===== src/rtl/bcd_seg_scan.sv =====
// bcd_seg_scan: captures packed BCD from the binary-to-BCD pipeline and
// scans it onto a common-anode 4-digit 7-segment display.
// Optional build macro: SEG_LZB_EN (leading-zero blanking of the upper digits).
module bcd_seg_scan #(
    parameter int unsigned CLK_DIV   = 50000,
    parameter int unsigned BLANK_CYC = 2
) (
    input  logic        clk,
    input  logic        rst_n,
    input  logic [16:0] bcd_in,
    input  logic        bcd_vld,
    output logic [6:0]  seg_n,
    output logic [3:0]  an_n,
    output logic        frame_done
);

    localparam int unsigned CNT_W = $clog2(CLK_DIV);

    logic [15:0]      disp_reg;
    logic [CNT_W-1:0] div_cnt;
    logic [1:0]       idx;

    logic       slot_end_c;
    logic       blank_c;
    logic       lzb_c;
    logic [3:0] digit_c;
    logic [6:0] seg_c;
    logic       unused_rsvd;

    // Bit 16 is reserved in the pipeline format and deliberately ignored
    assign unused_rsvd = bcd_in[16];

    assign slot_end_c = (div_cnt == CNT_W'(CLK_DIV - 1));

    // Anti-ghost window at the start of each slot
    generate
        if (BLANK_CYC == 0) begin : g_no_blank
            assign blank_c = 1'b0;
        end else begin : g_blank
            assign blank_c = (div_cnt < CNT_W'(BLANK_CYC));
        end
    endgenerate

    // Select the nibble of the digit currently being scanned
    always_comb begin
        digit_c = disp_reg[3:0];
        case (idx)
            2'd0: digit_c = disp_reg[3:0];
            2'd1: digit_c = disp_reg[7:4];
            2'd2: digit_c = disp_reg[11:8];
            2'd3: digit_c = disp_reg[15:12];
            default: digit_c = disp_reg[3:0];
        endcase
    end

    // Leading-zero blanking: a slot is dark when it and everything above it is zero
    always_comb begin
        lzb_c = 1'b0;
`ifdef SEG_LZB_EN
        case (idx)
            2'd1: lzb_c = (disp_reg[15:4] == 12'd0);
            2'd2: lzb_c = (disp_reg[15:8] == 8'd0);
            2'd3: lzb_c = (disp_reg[15:12] == 4'd0);
            default: lzb_c = 1'b0;
        endcase
`endif
    end

    // Active-low {a..g} decode; non-decimal nibbles show a dash
    always_comb begin
        seg_c = 7'b1111110;
        case (digit_c)
            4'd0: seg_c = 7'b0000001;
            4'd1: seg_c = 7'b1001111;
            4'd2: seg_c = 7'b0010010;
            4'd3: seg_c = 7'b0000110;
            4'd4: seg_c = 7'b1001100;
            4'd5: seg_c = 7'b0100100;
            4'd6: seg_c = 7'b0100000;
            4'd7: seg_c = 7'b0001111;
            4'd8: seg_c = 7'b0000000;
            4'd9: seg_c = 7'b0000100;
            default: seg_c = 7'b1111110;
        endcase
        if (lzb_c) begin
            seg_c = 7'b1111111;
        end
    end

    // Display register: reloads on every valid cycle, otherwise holds
    always_ff @(posedge clk or negedge rst_n) begin
        if (!rst_n) begin
            disp_reg <= 16'd0;
        end else if (bcd_vld) begin
            disp_reg <= bcd_in[15:0];
        end
    end

    // Slot divider and digit index
    always_ff @(posedge clk or negedge rst_n) begin
        if (!rst_n) begin
            div_cnt <= '0;
            idx     <= 2'd0;
        end else if (slot_end_c) begin
            div_cnt <= '0;
            idx     <= idx + 2'd1;
        end else begin
            div_cnt <= div_cnt + CNT_W'(1);
        end
    end

    // Registered display drive and frame pulse from pre-edge scan state
    always_ff @(posedge clk or negedge rst_n) begin
        if (!rst_n) begin
            seg_n      <= 7'b1111111;
            an_n       <= 4'b1111;
            frame_done <= 1'b0;
        end else begin
            seg_n      <= seg_c;
            an_n       <= blank_c ? 4'b1111 : ~(4'b0001 << idx);
            frame_done <= slot_end_c && (idx == 2'd3);
        end
    end

endmodule


===== config.mk =====
export PLATFORM = sky130hd
export DESIGN_NAME = bcd_seg_scan
export DESIGN_NICKNAME = d
export VERILOG_FILES = /design/src/rtl/bcd_seg_scan.sv
export SDC_FILE = /design/constraint.sdc
export NUM_CORES = 1
export LEC_CHECK = 0
export ABC_CLOCK_PERIOD_IN_PS = 4000
export CORE_MARGIN = 10
export CORE_UTILIZATION = 55
export DETAILED_ROUTE_END_ITERATION = 12
export GPL_TIMING_DRIVEN = 0
export PLACE_DENSITY = 0.81
export SLEW_MARGIN = 25
export SYNTH_ARGS = -nofsm -noshare
export SYNTH_HDL_FRONTEND = slang
export SYNTH_SLANG_ARGS = --single-unit
export TNS_END_PERCENT = 100

===== constraint.sdc =====
create_clock -name clk -period 4 [get_ports clk]
set_input_delay 1.2 -clock clk [delete_from_list [all_inputs] [get_ports clk]]
set_output_delay 1.2 -clock clk [all_outputs]
set_load 0.1 [all_outputs]

== After elaboration in Yosys (flattened, before gate mapping) ==
Memories as Yosys holds them, arrays and structs flattened. A register that Yosys moved wholly into a read port is not among the register bits.
Cells that the tools add are included.
W data, S select, Z words.

* Multiplexer cells: 3
* Shift-type cells: 1
* Reductions and logical operators: 3
* Bitwise logic cells: 1
* Add/subtract/negate cells: 2
* Magnitude comparators: 1
* Eq/ne operators: 4

{| class="wikitable"
|+ Operators with widths
! cell !! count
|-
| $add A16 B1 Y16 const B || 1
|-
| $eq A16 B16 Y1 const B || 1
|-
| $lt A16 B2 Y1 const B || 1
|-
| $mux W16 || 1
|-
| $pmux W4 S4 || 1
|-
| $eq A2 B2 Y1 const B || 2
|-
| $mux W4 || 1
|-
| $not A4 Y4 || 1
|-
| $shl A1 B2 Y4 const A || 1
|-
| $add A2 B1 Y2 const B || 1
|-
| $eq A2 B1 Y1 const B || 1
|-
| $logic_not A2 Y1 || 1
|-
| $logic_and A1 B1 Y1 || 1
|-
| $logic_not A1 Y1 || 1
|}

* Bits of input ports: 20
* Memories: 1
* Register bits after elaboration: 39
* Bits in read-only memories: 112
* Logic and storage cells: 21
* Output and inout port bits: 12

{| class="wikitable"
|+ Memory list
! name !! depth !! width !! rd ports !! clocked after Yosys merged registers in !! write ports !! RTL line !! source
|-
| (no name shown) || 16 || 7 || 1 || 1 || 0 || 72 || <nowiki>case (digit_c)</nowiki>
|}

== Logic depth before layout (Yosys ltp) ==
Gate-level depths: netlist (run 1).

* Depth after elaboration: 3
* Depth in mapped cells: 9
* Gate-level depth less buffers: 9

== Worst setup path after synthesis (run 1) ==
Ideal clock, no wire load.

* Kind: reg-to-output
* From: reg frame_done
* To: out frame_done
* Cell stages (with the launch flop): 1
* Path slack: 1917 ps
* Data required time: 2800 ps
* Arrival: 883 ps
* Path buffers: 0
* Cells stage by stage: dfrtp_1

{| class="wikitable"
|+ RTL lines
! item !! RTL line !! source
|-
| start: declaration || 14 || <nowiki>output logic frame_done</nowiki>
|-
| start signal: assignment || 121 || <nowiki>frame_done <= slot_end_c && (idx == 2'd3);</nowiki>
|}

No word-level cell between the ends.

== Worst setup path after layout (run 1) ==
* From: reg an_n[3]
* To: out an_n[3]

{| class="wikitable"
|+ RTL lines
! item !! RTL line !! source
|-
| start: declaration || 13 || <nowiki>output logic [3:0] an_n,</nowiki>
|-
| start signal: assignment || 120 || <nowiki>an_n <= blank_c ? 4'b1111 : ~(4'b0001 << idx);</nowiki>
|}

No word-level cell between the ends.

==> flow_summary.ini, run 1 <==
[run_status]
outcome = complete, no violations

[setup_path]
worstPathRequired_ns = 2.80
worst-path-stages = 1
cp_slowest_cell = clkdlybuf4s50_1
crit_type = flop to primary output
r2r_end = seg_n[1]
worst_setup_path_end_kind = primary output
crit_buf_inv = 1
arrival_ns = 1.97
cpPeakStageDelay_ns = 1.13
reg2reg_slack_ns = 1.76
r2r_cells = 9
crit_family = buffers and inverters
worstSetupStartpointType = flop
cp-startpoint = an_n[3]
r2r_start = idx[0]
crit_chain = clkdlybuf4s50_1
cp_max_fo = 1
crit_end = an_n[3]

[die]
core_sq_um = 3690
die_x_microns = 81.9
fp.dieH_microns = 81.9
initial_core_util = 0.571
ios = 32
rows = 22
die-area_sq_um = 6700

[clock_tree]
ctsResizeCount = 0
h-tree-depth = 2
clk_latency_ns = 0.30
path_clk_slew_ns = 0.08
postCtsSetupBuffers = 0
ctsRootBufferMaster = clkbuf_8
cts_buffers = 5
cts_buffer_depth = 2
cts_hold_buf = 0
tritoncts = done
cts_sinks = 46

[timing]
grt_setup_unrepaired = no
fmax_ghz = 0.316
holdWs_ns = 0.495
finalCritPeriodShare = 0.791
slew_headroom = 0.341
hold_viol_final = 0
setup-violations-final = 0
min_period_ns = 3.17
fin_worst_skew_ns = 0.00902
worstMarginPinSlew_ns = 0.985
drv_slew = 0
fin_setup_tns_ns = 0

[grt]
gr-usage-all-layers = 0.132
grt_pass1_vias = 1545
grt-ovfl-total = 0
grt_max_degree = 34
antenna_found_initial = 0
grt_first_pass_wirelength_microns = 6840

[synth]
yosysWarningCount = 0
synthDistinctLibCells = 29
synth_edf_count = 0
synth-seq-cells = 46
synth_cells = 181
netlist_area_sq_um = 2110
ys_seq_area_frac = 0.553
synthArstFlopShare = 1.00
synth_top_flop_cell = dfrtp_1
synth_area_per_cell_sq_um = 11.6
syn-num-nets = 212

[final_layout]
nNetsFinal = 249
layout-drive-gt1-share = 0.160
multi_input_area_sq_um = 868
area_growth_pct = 21.2
diodes = 0
regArea_sq_um = 1160
nFillCells = 285
final_cell_mix = dfrtp_1, clkdlybuf4s50_1, mux2_2
final_common_cell = dfrtp_1

[pwr]
vdd_ir_drop_max_mv = 0.256
switching_share = 0.294
clkPwrFrac = 0.278
p_seq_frac = 0.525
p_int_uw = 685
switchingPower_uw = 285
leakage_nw = 1.12
p_comb_frac = 0.197
power_density_nw_per_um2 = 380

[routing]
routed_via_density = 5.51
wl_microns = 4070
vias = 1470
wl_met1_microns = 1670
antenna_left = 0
wl_per_cell_microns = 15.2
dr_wl_met2_microns = 2070
firstDrtPassIters = 5
drc_errors = 0
routed.top_layer = met4
dr_wl_met3_microns = 243
drtIter0Drc = 67

[placed_design]
hpwl_microns = 3100
portBuffers = 29
gp_congestion = 0.831

[job]
cap_violations = 0

[hold_path]
hold_class = flop to flop
[cell usage after synthesis, types with 5 or more instances]
master | number | area [sq um]
nand3_1 | 8 | 40.0
nor2_1 | 12 | 45.0
ha_1 | 11 | 138
dfstp_2 | 11 | 289
xor2_1 | 6 | 52.6
nor4_1 | 5 | 31.3
mux2_2 | 14 | 158
dfrtp_1 | 35 | 876
inv_1 | 12 | 45.0
mux2i_1 | 5 | 50.1
a21oi_1 | 8 | 40.0
o21ai_0 | 5 | 25.0
xnor2_1 | 9 | 78.8
nor3_1 | 5 | 25.0
nand2_1 | 13 | 48.8
[per-stage QoR]
step / std cells / cell area (sq um) / power [mW] / setup slack (ns) / util
floorplan: 181 / 2110 / 0.650 / 1.92 / -
global placement: 258 / 2460 / 0.701 / 0.654 / 0.666
detailed placement: 259 / 2470 / 0.711 / 1.16 / 0.670
CTS: 267 / 2550 / 0.978 / 0.823 / 0.692
global route: 267 / 2550 / 1.01 / 0.814 / 0.692
finish: 267 / 2550 / 0.970 / 0.835 / 0.692
[worst reg2reg max path, stage by stage (launching register included)]
cell and delay, ns:
dfrtp_1 0.41, inv_1 0.15, ha_1 0.16, clkbuf_1 0.24
mux2i_1 0.47, inv_1 0.19, ha_1 0.22, inv_1 0.09
mux2i_1 0.10, a21oi_1 0.16
[power groups by stage]
stage / clock network (mW) / logic (mW) / registers (mW)
CTS: 0.276 / 0.193 / 0.509
global placement: 0 / 0.184 / 0.517
floorplan: 0 / 0.0476 / 0.603
global route: 0.291 / 0.203 / 0.512
detailed placement: 0 / 0.193 / 0.518
finish: 0.269 / 0.191 / 0.509
[worst min path at each step]
stage	start	to	slack [ns]	cells after the start
2_1_floorplan	div_cnt[0]	div_cnt[0]	0.45	1
3_5_place_dp	div_cnt[0]	div_cnt[0]	0.49	1
5_1_grt	div_cnt[0]	div_cnt[0]	0.52	1
4_1_cts	div_cnt[0]	div_cnt[0]	0.50	1
3_3_place_gp	div_cnt[0]	div_cnt[0]	0.47	1
6_report	div_cnt[0]	div_cnt[0]	0.49	1
[layer usage]
metal / track usage / vias to the layer above
met5: 0 / -
met4: 0.0748 / 0
met3: 0.0393 / 8
met2: 0.231 / 34
met1: 0.139 / 731
li1: - / 697
[logic make-up after synthesis]
kind of cell             synth area share
AO/OA/AOI/OAI                      0.0600
buffers and inverters              0.0345
multiplexers                       0.0986
adder cells (fa/ha/maj)            0.0654
AND/OR/NAND/NOR                     0.126
XOR/XNOR                           0.0624
flip-flops                          0.553
[cell type report]
class	count	area share
plain buffers	5	0.0108
clock buffers	8	0.0314
inverters	12	0.0177
multi-input cells	118	0.340
flip-flops and latches	46	0.457
well taps	48	0.0235
repair buffers	30	0.120
(Power assumes the default switching activity.)
==> inputs of run 2 (changes only) <==
--- a/config.mk
+++ b/config.mk
@@ -5,12 +5,12 @@
 export SDC_FILE = /design/constraint.sdc
 export NUM_CORES = 1
 export LEC_CHECK = 0
-export ABC_CLOCK_PERIOD_IN_PS = 4000
+export ABC_CLOCK_PERIOD_IN_PS = 2850
 export CORE_MARGIN = 10
-export CORE_UTILIZATION = 55
+export CORE_UTILIZATION = 48
 export DETAILED_ROUTE_END_ITERATION = 12
 export GPL_TIMING_DRIVEN = 0
-export PLACE_DENSITY = 0.81
+export PLACE_DENSITY = 0.75
 export SLEW_MARGIN = 25
 export SYNTH_ARGS = -nofsm -noshare
 export SYNTH_HDL_FRONTEND = slang
==> constraint.sdc (replaced) <==
create_clock -name clk -period 2.85 [get_ports clk]
set_input_delay 0.855 -clock clk [delete_from_list [all_inputs] [get_ports clk]]
set_output_delay 0.855 -clock clk [all_outputs]
set_load 0.1 [all_outputs]
==> run 2 against run 1 <==
Net effect:
- combinational power up 38%
- critical path depth unchanged
- die area up 11%
- clock power up 42%
- non-clock buffer count unchanged
- sequential power up 40%
- wire length down 8.7%
- hold slack worse by 0.0034 ns
- register-to-register slack worse by 1.1 ns
- design area up 0.98%
- final cell count up 1.5%
- sequential share of layout area down 0.44 points
- critical endpoint is now seg_n[0]
- largest cell class unchanged
- largest power group unchanged
==> flow_summary.ini, run 2 (same netlist as run 1, synthesis figures left out) <==
[die]
initial_core_util = 0.490
die-area_sq_um = 7440
rows = 24
ios = 32
core_sq_um = 4290
die_x_microns = 86.2
fp.dieH_microns = 86.2

[final_layout]
area_growth_pct = 22.3
final_cell_mix = dfrtp_1, clkdlybuf4s50_1, mux2_2
nNetsFinal = 249
final_common_cell = dfrtp_1
finalNonFillerCells = 271
diodes = 0
regArea_sq_um = 1160
layout-drive-gt1-share = 0.169
nFillCells = 364
multi_input_area_sq_um = 868

[routing]
routed_via_density = 5.21
drtIter0Drc = 52
wl_per_cell_microns = 13.7
vias = 1411
wl_microns = 3720
antenna_left = 0
firstDrtPassIters = 4
drc_errors = 0

[clock_tree]
postCtsSetupBuffers = 0
ctsRootBufferMaster = clkbuf_8
tritoncts = done
clk_latency_ns = 0.30
cts_sinks = 46
cts_buffer_depth = 2
cts_buffers = 5
path_clk_slew_ns = 0.08
h-tree-depth = 2

[timing]
drv_slew = 0
min_period_ns = 2.80
hold_viol_final = 0
slew_headroom = 0.350
finalCritPeriodShare = 0.983
fin_setup_tns_ns = 0
worstMarginPinSlew_ns = 0.971
fin_worst_skew_ns = 0.00793
fmax_ghz = 0.357
holdWs_ns = 0.492
grt_setup_unrepaired = no
setup-violations-final = 0

[grt]
grt-ovfl-total = 0
grt_first_pass_wirelength_microns = 6480
gr-usage-all-layers = 0.106
grt_max_degree = 25
grt_pass1_vias = 1373
antenna_found_initial = 0

[setup_path]
cp_slowest_cell = clkdlybuf4s50_1
worst_setup_path_end_kind = primary output
crit_chain = clkdlybuf4s50_1
arrival_ns = 1.95
cp-startpoint = seg_n[0]
cpPeakStageDelay_ns = 1.12
crit_family = buffers and inverters
crit_buf_inv = 1
worstSetupStartpointType = flop
cp_max_fo = 1
r2r_start = idx[0]
crit_type = flop to primary output
worstPathRequired_ns = 2.00

[pwr]
leakage_nw = 1.15
vdd_ir_drop_max_mv = 0.293
power_density_nw_per_um2 = 528

[placed_design]
hpwl_microns = 2830
dp.cells = 263
portBuffers = 29
gp_congestion = 0.764

[job]
cap_violations = 0

[hold_path]
worstHoldStart = div_cnt[7]
hold_class = flop to flop

[run_status]
outcome = complete, no violations
==> run 2: cell types whose count changed in the layout (fill, tap and decap cells not counted) <==
| cell | delta |
|---|---|
| buf_12 | -1 |
| buf_16 | +1 |
| clkbuf_1 | -3 |
| clkdlybuf4s50_1 | -3 |
| clkinv_1 | +1 |
| clkinv_2 | +1 |
| clkinvlp_4 | +1 |
| dlymetal6s2s_1 | +3 |
==> run 2: layout make-up <==
class,instances,area share
Clock inverter,3,0.00631
Buffer,5,0.0107
Timing Repair Buffer,30,0.124
Multi-Input combinational cell,118,0.337
Inverter,12,0.0175
Clock buffer,5,0.0267
Sequential cell,46,0.452
Tap cell,52,0.0253
==> run 2: final timing paths <==
path	to	slack [ns]	cells past startpoint
setup reg to reg	seg_n[5]	0.63	8
setup / recovery	seg_n[0]	0.05	1
min in group asynchronous	div_cnt[10]	0.54	1
hold / removal	div_cnt[7]	0.49	1
max in group asynchronous	an_n[1]	1.74	2
hold reg to reg	div_cnt[7]	0.49	1
==> run 2: timing repair <==
action                     CTS  global route
setup endpoints to repair    0             3
hold buffers                 0             0
hold endpoints to repair     0             0
gates resized for setup      0             3
==> run 2: per-stage QoR <==
stage | setup WS, ns | power, mW | utilization | instance area [sq um]
floorplan | 0.896 | 0.912 | - | 2110
global placement | -0.295 | 0.986 | 0.573 | 2460
detailed placement | 0.364 | 0.994 | 0.578 | 2480
CTS | 0.0235 | 1.38 | 0.598 | 2570
global route | 0.00121 | 1.42 | 0.600 | 2580
finish | 0.0493 | 1.36 | 0.600 | 2580
==> run 2: power breakdown <==
part,switching (mW),total (mW),internal [mW]
sequential,0.0134,0.714,0.701
clock,0.214,0.382,0.168
combinational,0.178,0.264,0.0860
total,0.405,1.36,0.955
==> run 2: layer usage <==
metal	vias up	share of wire	track usage
met4	0	0.019	0.0442
met5	-	0	0
met2	26	0.47	0.165
li1	701	-	-
met3	6	0.058	0.0403
met1	678	0.45	0.129
